[src/rtl/keypad_pkg.sv]
// Shared types and key-map definitions for the 4x4 matrix keypad scanner.
package keypad_pkg;

  typedef enum logic [1:0] {
    SCAN     = 2'd0,
    DEBOUNCE = 2'd1,
    PRESSED  = 2'd2
  } state_t;

  localparam logic [3:0] KEY_STAR = 4'hE;
  localparam logic [3:0] KEY_HASH = 4'hF;

  // Physical keypad legend, indexed by {row, col}.
  function automatic logic [3:0] key_map(input logic [1:0] row, input logic [1:0] col);
    logic [3:0] code;
    code = 4'h0;
    case ({row, col})
      4'h0: code = 4'h1;
      4'h1: code = 4'h2;
      4'h2: code = 4'h3;
      4'h3: code = 4'hA;
      4'h4: code = 4'h4;
      4'h5: code = 4'h5;
      4'h6: code = 4'h6;
      4'h7: code = 4'hB;
      4'h8: code = 4'h7;
      4'h9: code = 4'h8;
      4'hA: code = 4'h9;
      4'hB: code = 4'hC;
      4'hC: code = KEY_STAR;
      4'hD: code = 4'h0;
      4'hE: code = KEY_HASH;
      4'hF: code = 4'hD;
      default: code = 4'h0;
    endcase
    return code;
  endfunction

endpackage

[src/rtl/keypad_scanner_key_to_char.sv]
// Combinational translation of a keypad code into the ASCII character shown on the display.
module key_to_char
  import keypad_pkg::*;
(
  input  logic [3:0] i_code,
  output logic [7:0] o_char
);

  always_comb begin
    o_char = 8'h20;
    if (i_code <= 4'h9) begin
      o_char = 8'h30 + {4'h0, i_code};
    end else if (i_code == KEY_STAR) begin
      o_char = 8'h2A;
    end else if (i_code == KEY_HASH) begin
      o_char = 8'h23;
    end else begin
      o_char = 8'h41 + {4'h0, i_code - 4'hA};
    end
  end

endmodule

[src/rtl/keypad_scanner.sv]
// 4x4 matrix keypad scanner: column multiplexing, row synchronisation,
// press/release debouncing and one key event per accepted press.
module keypad_scanner
  import keypad_pkg::*;
#(
  parameter int SCAN_DIV       = 1000,
  parameter int DEBOUNCE_SCANS = 8
)
(
  input  logic       clk,
  input  logic       rst_n,
  input  logic [3:0] row_n,
  output logic [3:0] col_n,
  output logic [3:0] key_code,
  output logic [7:0] key_char,
  output logic       key_valid,
  output logic       key_held
);

  localparam int DW_W  = $clog2(SCAN_DIV);
  localparam int CNT_W = $clog2(DEBOUNCE_SCANS + 1);
  localparam logic [DW_W-1:0]  DWELL_LAST = DW_W'(SCAN_DIV - 1);
  localparam logic [CNT_W-1:0] DB_LAST    = CNT_W'(DEBOUNCE_SCANS - 1);

  logic [3:0]       r_row_s1;
  logic [3:0]       r_row_s2;
  logic [DW_W-1:0]  r_dwell;
  logic [1:0]       r_col;
  state_t           r_state;
  logic [CNT_W-1:0] r_cnt;
  logic [1:0]       r_cap_row;
  logic [3:0]       r_key_code;
  logic [7:0]       r_key_char;
  logic             r_key_valid;
  logic             r_key_held;

  logic             w_dwell_end;
  logic             w_any_low;
  logic             w_cap_low;
  logic [1:0]       w_low_row;
  logic [3:0]       w_map_code;
  logic [7:0]       w_map_char;
  state_t           w_state_nxt;
  logic [1:0]       w_col_nxt;
  logic [CNT_W-1:0] w_cnt_nxt;
  logic [1:0]       w_cap_row_nxt;
  logic [3:0]       w_code_nxt;
  logic [7:0]       w_char_nxt;
  logic             w_valid_nxt;
  logic             w_held_nxt;

  assign w_dwell_end = (r_dwell == DWELL_LAST);
  assign w_any_low   = ~&r_row_s2;
  assign w_cap_low   = ~r_row_s2[r_cap_row];
  assign w_map_code  = key_map(r_cap_row, r_col);

  // Lowest-numbered low row has priority when several keys share a column.
  always_comb begin
    w_low_row = 2'd0;
    for (int i = 3; i >= 0; i--) begin
      if (!r_row_s2[i]) w_low_row = 2'(i);
    end
  end

  key_to_char u_key_to_char (
    .i_code (w_map_code),
    .o_char (w_map_char)
  );

  always_ff @(posedge clk or negedge rst_n) begin
    if (!rst_n) begin
      r_row_s1 <= 4'hF;
      r_row_s2 <= 4'hF;
      r_dwell  <= '0;
    end else begin
      r_row_s1 <= row_n;
      r_row_s2 <= r_row_s1;
      r_dwell  <= w_dwell_end ? '0 : r_dwell + DW_W'(1);
    end
  end

  always_ff @(posedge clk or negedge rst_n) begin
    if (!rst_n) begin
      r_state     <= SCAN;
      r_col       <= 2'd0;
      r_cnt       <= '0;
      r_cap_row   <= 2'd0;
      r_key_code  <= 4'h0;
      r_key_char  <= 8'h20;
      r_key_valid <= 1'b0;
      r_key_held  <= 1'b0;
    end else begin
      r_state     <= w_state_nxt;
      r_col       <= w_col_nxt;
      r_cnt       <= w_cnt_nxt;
      r_cap_row   <= w_cap_row_nxt;
      r_key_code  <= w_code_nxt;
      r_key_char  <= w_char_nxt;
      r_key_valid <= w_valid_nxt;
      r_key_held  <= w_held_nxt;
    end
  end

  // The column stays on the captured key while debouncing or held, so r_col doubles as the captured column.
  always_comb begin
    w_state_nxt   = r_state;
    w_col_nxt     = r_col;
    w_cnt_nxt     = r_cnt;
    w_cap_row_nxt = r_cap_row;
    w_code_nxt    = r_key_code;
    w_char_nxt    = r_key_char;
    w_valid_nxt   = 1'b0;
    w_held_nxt    = r_key_held;
    if (w_dwell_end) begin
      case (r_state)
        SCAN: begin
          if (w_any_low) begin
            w_cap_row_nxt = w_low_row;
            w_state_nxt   = DEBOUNCE;
            w_cnt_nxt     = CNT_W'(1);
          end else begin
            w_col_nxt = r_col + 2'd1;
          end
        end
        DEBOUNCE: begin
          if (w_cap_low) begin
            if (r_cnt == DB_LAST) begin
              w_state_nxt = PRESSED;
              w_cnt_nxt   = '0;
              w_code_nxt  = w_map_code;
              w_char_nxt  = w_map_char;
              w_valid_nxt = 1'b1;
              w_held_nxt  = 1'b1;
            end else begin
              w_cnt_nxt = r_cnt + CNT_W'(1);
            end
          end else begin
            w_state_nxt = SCAN;
            w_cnt_nxt   = '0;
            w_col_nxt   = r_col + 2'd1;
          end
        end
        PRESSED: begin
          if (!w_cap_low) begin
            if (r_cnt == DB_LAST) begin
              w_state_nxt = SCAN;
              w_cnt_nxt   = '0;
              w_held_nxt  = 1'b0;
              w_col_nxt   = r_col + 2'd1;
            end else begin
              w_cnt_nxt = r_cnt + CNT_W'(1);
            end
          end else begin
            w_cnt_nxt = '0;
          end
        end
        default: begin
          w_state_nxt = SCAN;
          w_cnt_nxt   = '0;
        end
      endcase
    end
  end

  assign col_n     = ~(4'b0001 << r_col);
  assign key_code  = r_key_code;
  assign key_char  = r_key_char;
  assign key_valid = r_key_valid;
  assign key_held  = r_key_held;

endmodule

[config.mk]
export PLATFORM = sky130hd
export DESIGN_NAME = keypad_scanner
export DESIGN_NICKNAME = d
export VERILOG_FILES = /design/src/rtl/keypad_pkg.sv /design/src/rtl/keypad_scanner_key_to_char.sv /design/src/rtl/keypad_scanner.sv
export SDC_FILE = /design/constraint.sdc
export NUM_CORES = 1
export LEC_CHECK = 0
export BUFFER_PORTS_ARGS = -buffer_cell sky130_fd_sc_hd__clkbuf_2
export CORE_MARGIN = 4
export CORE_UTILIZATION = 60
export CTS_CLUSTER_SIZE = 40
export DETAILED_ROUTE_END_ITERATION = 8
export PLACE_DENSITY = 0.91
export SKIP_CTS_REPAIR_TIMING = 1
export SLEW_MARGIN = 10
export SYNTH_ARGS = -nofsm -noshare
export SYNTH_HDL_FRONTEND = slang
export SYNTH_SLANG_ARGS = --single-unit
[constraint.sdc]
create_clock -name clk -period 4.47 [get_ports clk]
set_input_delay 0.894 -clock clk [delete_from_list [all_inputs] [get_ports clk]]
set_output_delay 0.894 -clock clk [all_outputs]
set_load 0.005 [all_outputs]
==> impl_metrics.ini, run 1 <==
[logic_synthesis]
synth_edf_count = 0
ys_seq_elements = 41
async_reset_ff_share_pct = 100.0
yosys_most_used_dff = dfrtp_1
synthCells = 230
synthDistinctLibCells = 55
synth_area_leaders = dfrtp_1, dfstp_2, ha_1
syn_area_mm2 = 0.002280
seq_area_frac_synth_pct = 45.50
yosysWarnings = 0
synth_top_area_cell = dfrtp_1
syn_nets = 250
postSynthAreaPerCell_um2 = 9.912
synth_top_area_share_pct = 35.13

[power_and_ir_drop]
switchingPower_w = 0.0001352
ir_worst_vdd_uv = 201.4
p_clk_share_pct = 37.0
p_leak_nw = 1.138
pwr_density_cell_mw_per_mm2 = 251.9
p_sw_share_pct = 21.66
comb_power_share_pct = 2.1
seqPwrFrac_pct = 60.9
p_int_w = 0.0004888

[setup_path]
end_kind = register
worst-path-buf-inv = 4
r2r-start = r_col[0]
crit_arrival_ps = 3140
crit_type = register to register
path_common_cell = inv_1
worst-path-max-fanout = 8
r2r_slack_ps = 1520
crit_family = simple AND/OR/NAND/NOR gates
r2r_end = key_char[3]
start_kind = register
crit_required_ps = 4660
slowest_stage = mux4_2
critPathMaxStageDelay_ps = 550
ff2ff_path_depth = 11
path_depth = 11
cp_cell_sequence = inv_1, ha_1, inv_1, mux4_2, inv_1, ha_1, inv_1, and4_1, or4_1, o31ai_1, o21ai_2

[detailed_routing]
drt_iter0_markers = 100
drtAntennaViolNets = 0
viasPerCell = 5.692
wl_per_cell_um = 14.01
num_vias = 1702
post-route-drc-count = 0
first_pass_iters = 4
finalWirelength_mm = 4.190

[layout]
antenna_cells = 0
final_nets = 270
final_cell_count_no_fill = 299
final_common_cell = dfrtp_1
final_cell_mix = dfrtp_1, nand2_1, clkbuf_2
final_layout_size_suffix_gt1_share_pct = 19.12
area_growth_pct = 8.672

[floorplanning]
core_area_mm2 = 0.003661
die_x_um = 69.64
die_area_mm2 = 0.004850
fp.dieH_um = 69.64
row_count = 22
ios = 24
initial_core_util_pct = 62.27

[placed_design]
dp_hpwl_mm = 2.936
dp.cells = 291
io_buffers = 22
globalplace.congestion = 0.8488

[flow_run]
drv_cap = 0

[run_status]
status = finished clean

[cts]
cts_buffer_depth = 2
htreeDepth = 2
clkSinkCount = 41
cts_buffers = 5
cts_tree = done
clk_pin_slew_ps = 80
clockRootBuffer = clkbuf_8
clk_latency_ps = 300

[timing]
drv_slew = 0
finalSetupTns_ps = 0
period_needed_ps = 2954
period_share_pct = 66.08
rsz0062_at_grt = no
max_slew_margin_pct = 34.35
skew_ps = 12.43
worst_pin_slew_ps = 977.2
hold_viol_final = 0
max_freq_mhz = 338.6
setup_viol = 0

[worst_hold_path]
hp-class = register to register
hold_path_end = r_row_s2[2]
hold_depth = 0
hp-start = r_row_s1[2]

[grt]
grt_pass1_vias = 1603
gr-usage-all-layers_pct = 17.91
grt_max_degree = 42
grt_antenna_before_repair = 0
grt_first_pass_wirelength_mm = 7.038
grt-ovfl-total = 0
-- cell families after synthesis --
group,count (synthesis),share of synthesized area (%)
and+or+nand+nor,74,16.25
AOI/OAI and AO/OA,54,14.93
buffers and inverters,25,5.269
DFF,41,45.50
xor gates and xnor gates,8,3.074
adders and majority gates,14,7.684
other,1,0.1645
muxes,13,7.135
-- sequential cells by signal, indices dropped and copies added (netlist names) --
register   flops
r_dwell       10
key_char       7
key_code       4
r_cnt          4
r_row_s1       4
r_row_s2       4
r_cap_row      2
r_col          2
r_state        2
key_held       1
key_valid      1
-- routing by layer --
layer	share of wire [%]	track usage [%]	vias to the layer above
li1	-	-	847
met1	46	23.23	809
met2	47	28.92	38
met3	4.6	3.623	8
met4	1.9	8.085	0
met5	0	0	-
-- area by class of cell --
cell class	instances	area (µm²)
Multi-Input combinational cell	164	1122
Clock inverter	2	10.01
Sequential cell	41	1037
Clock buffer	6	72.57
Fill cell	280	1184
Inverter	16	65.06
Timing Repair Buffer	22	110.1
Tap cell	48	60.06
-- cell usage after synthesis (all sizes together) (3+ instances only) --
library cell / instances
clkbuf: 4
dfstp: 9
o41ai: 3
buf: 5
inv: 15
xor2: 3
a21oi: 12
xnor2: 5
a211oi: 3
nand2: 23
o31ai: 3
mux2: 6
ha: 14
nand3: 8
o21ai: 20
nand2b: 4
dfrtp: 32
nor2: 17
mux2i: 5
nor3: 3
-- metrics by stage --
step / cell area (µm²) / worst slack (ps) / hold WS (ps) / utilization, % / power [W]
final: 2477 / 1516 / 357.3 / 67.67 / 0.0006240
after CTS: 2477 / 1535 / 359.0 / 67.67 / 0.0006292
after floorplan: 2280 / 1768 / 345.2 / - / 0.0003907
after global routing: 2477 / 1271 / 360.3 / 67.67 / 0.0006434
after global placement: 2395 / 1679 / 346.0 / 65.41 / 0.0003998
after detailed placement: 2395 / 1561 / 348.8 / 65.41 / 0.0004004
-- worst max path at each step --
stage                         from          end  slack [ps]
after floorplan           r_col[0]  key_char[3]        1770
after global placement    r_col[0]  key_char[3]        1680
after detailed placement  r_col[0]  key_char[3]        1560
after CTS                 r_col[0]  key_char[3]        1530
after global routing      r_col[0]  key_char[3]        1270
final                     r_col[0]  key_char[3]        1520
-- power by group through the flow --
stage	Combinational (W)	Clock, W	Sequential, W
after floorplan	0.00000445	0	0.000386
after global placement	0.0000133	0	0.000386
after detailed placement	0.0000136	0	0.000387
after CTS	0.0000136	0.000236	0.000380
after global routing	0.0000155	0.000248	0.000380
final	0.0000129	0.000231	0.000380
(Power assumes the default switching activity.)
==> run 2: changes to the inputs <==
- CORE_UTILIZATION: 60 -> 58
- PLACE_DENSITY: 0.91 -> 0.89
- clock period: 4.47 -> 3 ns (I/O delays scaled with it)
==> run 2 against run 1 <==
Core utilization rose by 1.4 points. First-iteration DRC count rose by 36%. Sequential power rose by 49%. Sequential cell count did not move. Critical path depth did not move. Setup slack got worse by 1300 ps. Maximum frequency rose by 5.4%. Final area rose by 3.6%.
==> impl_metrics.ini, run 2 (synthesis gave the netlist of run 1 again) <==
[layout]
area_growth_pct = 12.57
largest_register_ffs = 10
utilization_pct = 69.06
final_cell_count_no_fill = 304
antenna_cells = 0
final_layout_size_suffix_gt1_share_pct = 21.09
final_cell_mix = dfrtp_1, nand2_1, clkbuf_2
seq_area_mm2 = 0.001037
final_common_cell = dfrtp_1
regMostFlops = r_dwell
final_nets = 275
multi_input_comb_area_mm2 = 0.001122
nFillCells = 267

[detailed_routing]
num_vias = 1722
post-route-drc-count = 0
drtAntennaViolNets = 0
wl_per_cell_um = 13.78
finalWirelength_mm = 4.190
drt_iter0_markers = 136
first_pass_iters = 5
viasPerCell = 5.664

[cts]
clk_latency_ps = 290
cts_buffer_depth = 2
cts_buffers = 5
htreeDepth = 2
clkSinkCount = 41
clk_pin_slew_ps = 80
clockRootBuffer = clkbuf_8
cts_tree = done

[grt]
grt_max_degree = 42
grt_antenna_before_repair = 0
gr-usage-all-layers_pct = 18.44
grt-ovfl-total = 0
grt_first_pass_wirelength_mm = 7.383
grt_pass1_vias = 1690

[timing]
rsz0062_at_grt = no
max_slew_margin_pct = 36.64
max_freq_mhz = 357.0
hold_viol_final = 0
period_share_pct = 93.38
drv_slew = 0
skew_ps = 7.443
setup_viol = 0
period_needed_ps = 2801
finalSetupTns_ps = 0
worst_pin_slew_ps = 950.4

[setup_path]
end_kind = register
critPathMaxStageDelay_ps = 510
crit_required_ps = 3180
cp_cell_sequence = inv_1, ha_1, inv_1, mux4_2, inv_1, ha_1, inv_1, and4_1, or4_1, o31ai_1, o21ai_2
crit_type = register to register
path_common_cell = inv_1
worst-path-max-fanout = 6
crit_arrival_ps = 2980
worst-path-buf-inv = 4
crit_family = simple AND/OR/NAND/NOR gates
slowest_stage = mux4_2
start_kind = register

[floorplanning]
initial_core_util_pct = 61.35
ios = 24
row_count = 22
die_x_um = 70.70
fp.dieH_um = 70.70
core_area_mm2 = 0.003716
die_area_mm2 = 0.004998

[run_status]
status = finished clean

[placed_design]
dp.cells = 295
globalplace.congestion = 0.8716
dp_hpwl_mm = 3.002
io_buffers = 22

[worst_hold_path]
hp-class = register to register

[power_and_ir_drop]
p_leak_nw = 1.186
pwr_density_cell_mw_per_mm2 = 429.5
ir_worst_vdd_uv = 469.0

[flow_run]
drv_cap = 0
-- run 2: changes by cell type in the layout (fill, tap and decap cells not counted) --
cell and delta:
buf_4 +5, bufinv_16 +2, clkbuf_1 -1, clkinv_2 -1
-- run 2: layout make-up --
class,instances,area share [%]
Sequential cell,41,40.42
Clock inverter,3,2.535
Multi-Input combinational cell,164,43.73
Clock buffer,5,2.682
Inverter,16,2.535
Tap cell,48,2.340
Timing Repair Buffer,27,5.753
-- run 2: worst paths after layout --
path | slack (ps) | to | cells past startpoint | from
max in group asynchronous | 1960 | r_cap_row[0] | 1 | rst_n
min reg2reg | 360 | r_row_s2[3] | 0 | r_row_s1[3]
min in group asynchronous | 450 | r_col[0] | 1 | rst_n
min | 360 | r_row_s2[3] | 0 | r_row_s1[3]
max reg2reg | 200 | key_char[3] | 11 | r_col[1]
max | 200 | key_char[3] | 11 | r_col[1]
-- run 2: report_power, final --
group | leakage, nW | switching [W] | internal [W]
Clock | 0.0681 | 0.000187 | 0.000330
Sequential | 0.527 | 0.00000373 | 0.000562
Combinational | 0.590 | 0.0000144 | 0.00000481
-- run 2: stage by stage --
step / setup slack [ps] / hold slack, ps / cell area [µm²] / power, W
floorplan: 298.4 / 304.4 / 2280 / 0.0005821
global placement: 273.3 / 345.7 / 2425 / 0.0005961
detailed placement: 140.4 / 347.9 / 2425 / 0.0005966
CTS: 122.5 / 360.4 / 2559 / 0.001119
global route: 30.05 / 362.1 / 2566 / 0.001148
finish: 198.7 / 357.7 / 2566 / 0.001102
-- run 2: routing by layer --
layer	vias up	track usage [%]	part of all wire, %
li1	859	-	-
met1	804	23.06	43
met2	53	29.97	50
met3	6	4.830	6.1
met4	0	8.351	1.6
met5	-	0	0
-- run 2: worst register-to-register path: stages (launching register included) --
cell     delay, ps
dfrtp_1        440
inv_1          140
ha_1           180
inv_1           50
mux4_2         510
inv_1          110
ha_1           240
inv_1          100
and4_1         190
or4_1          390
o31ai_1        260
o21ai_2         90
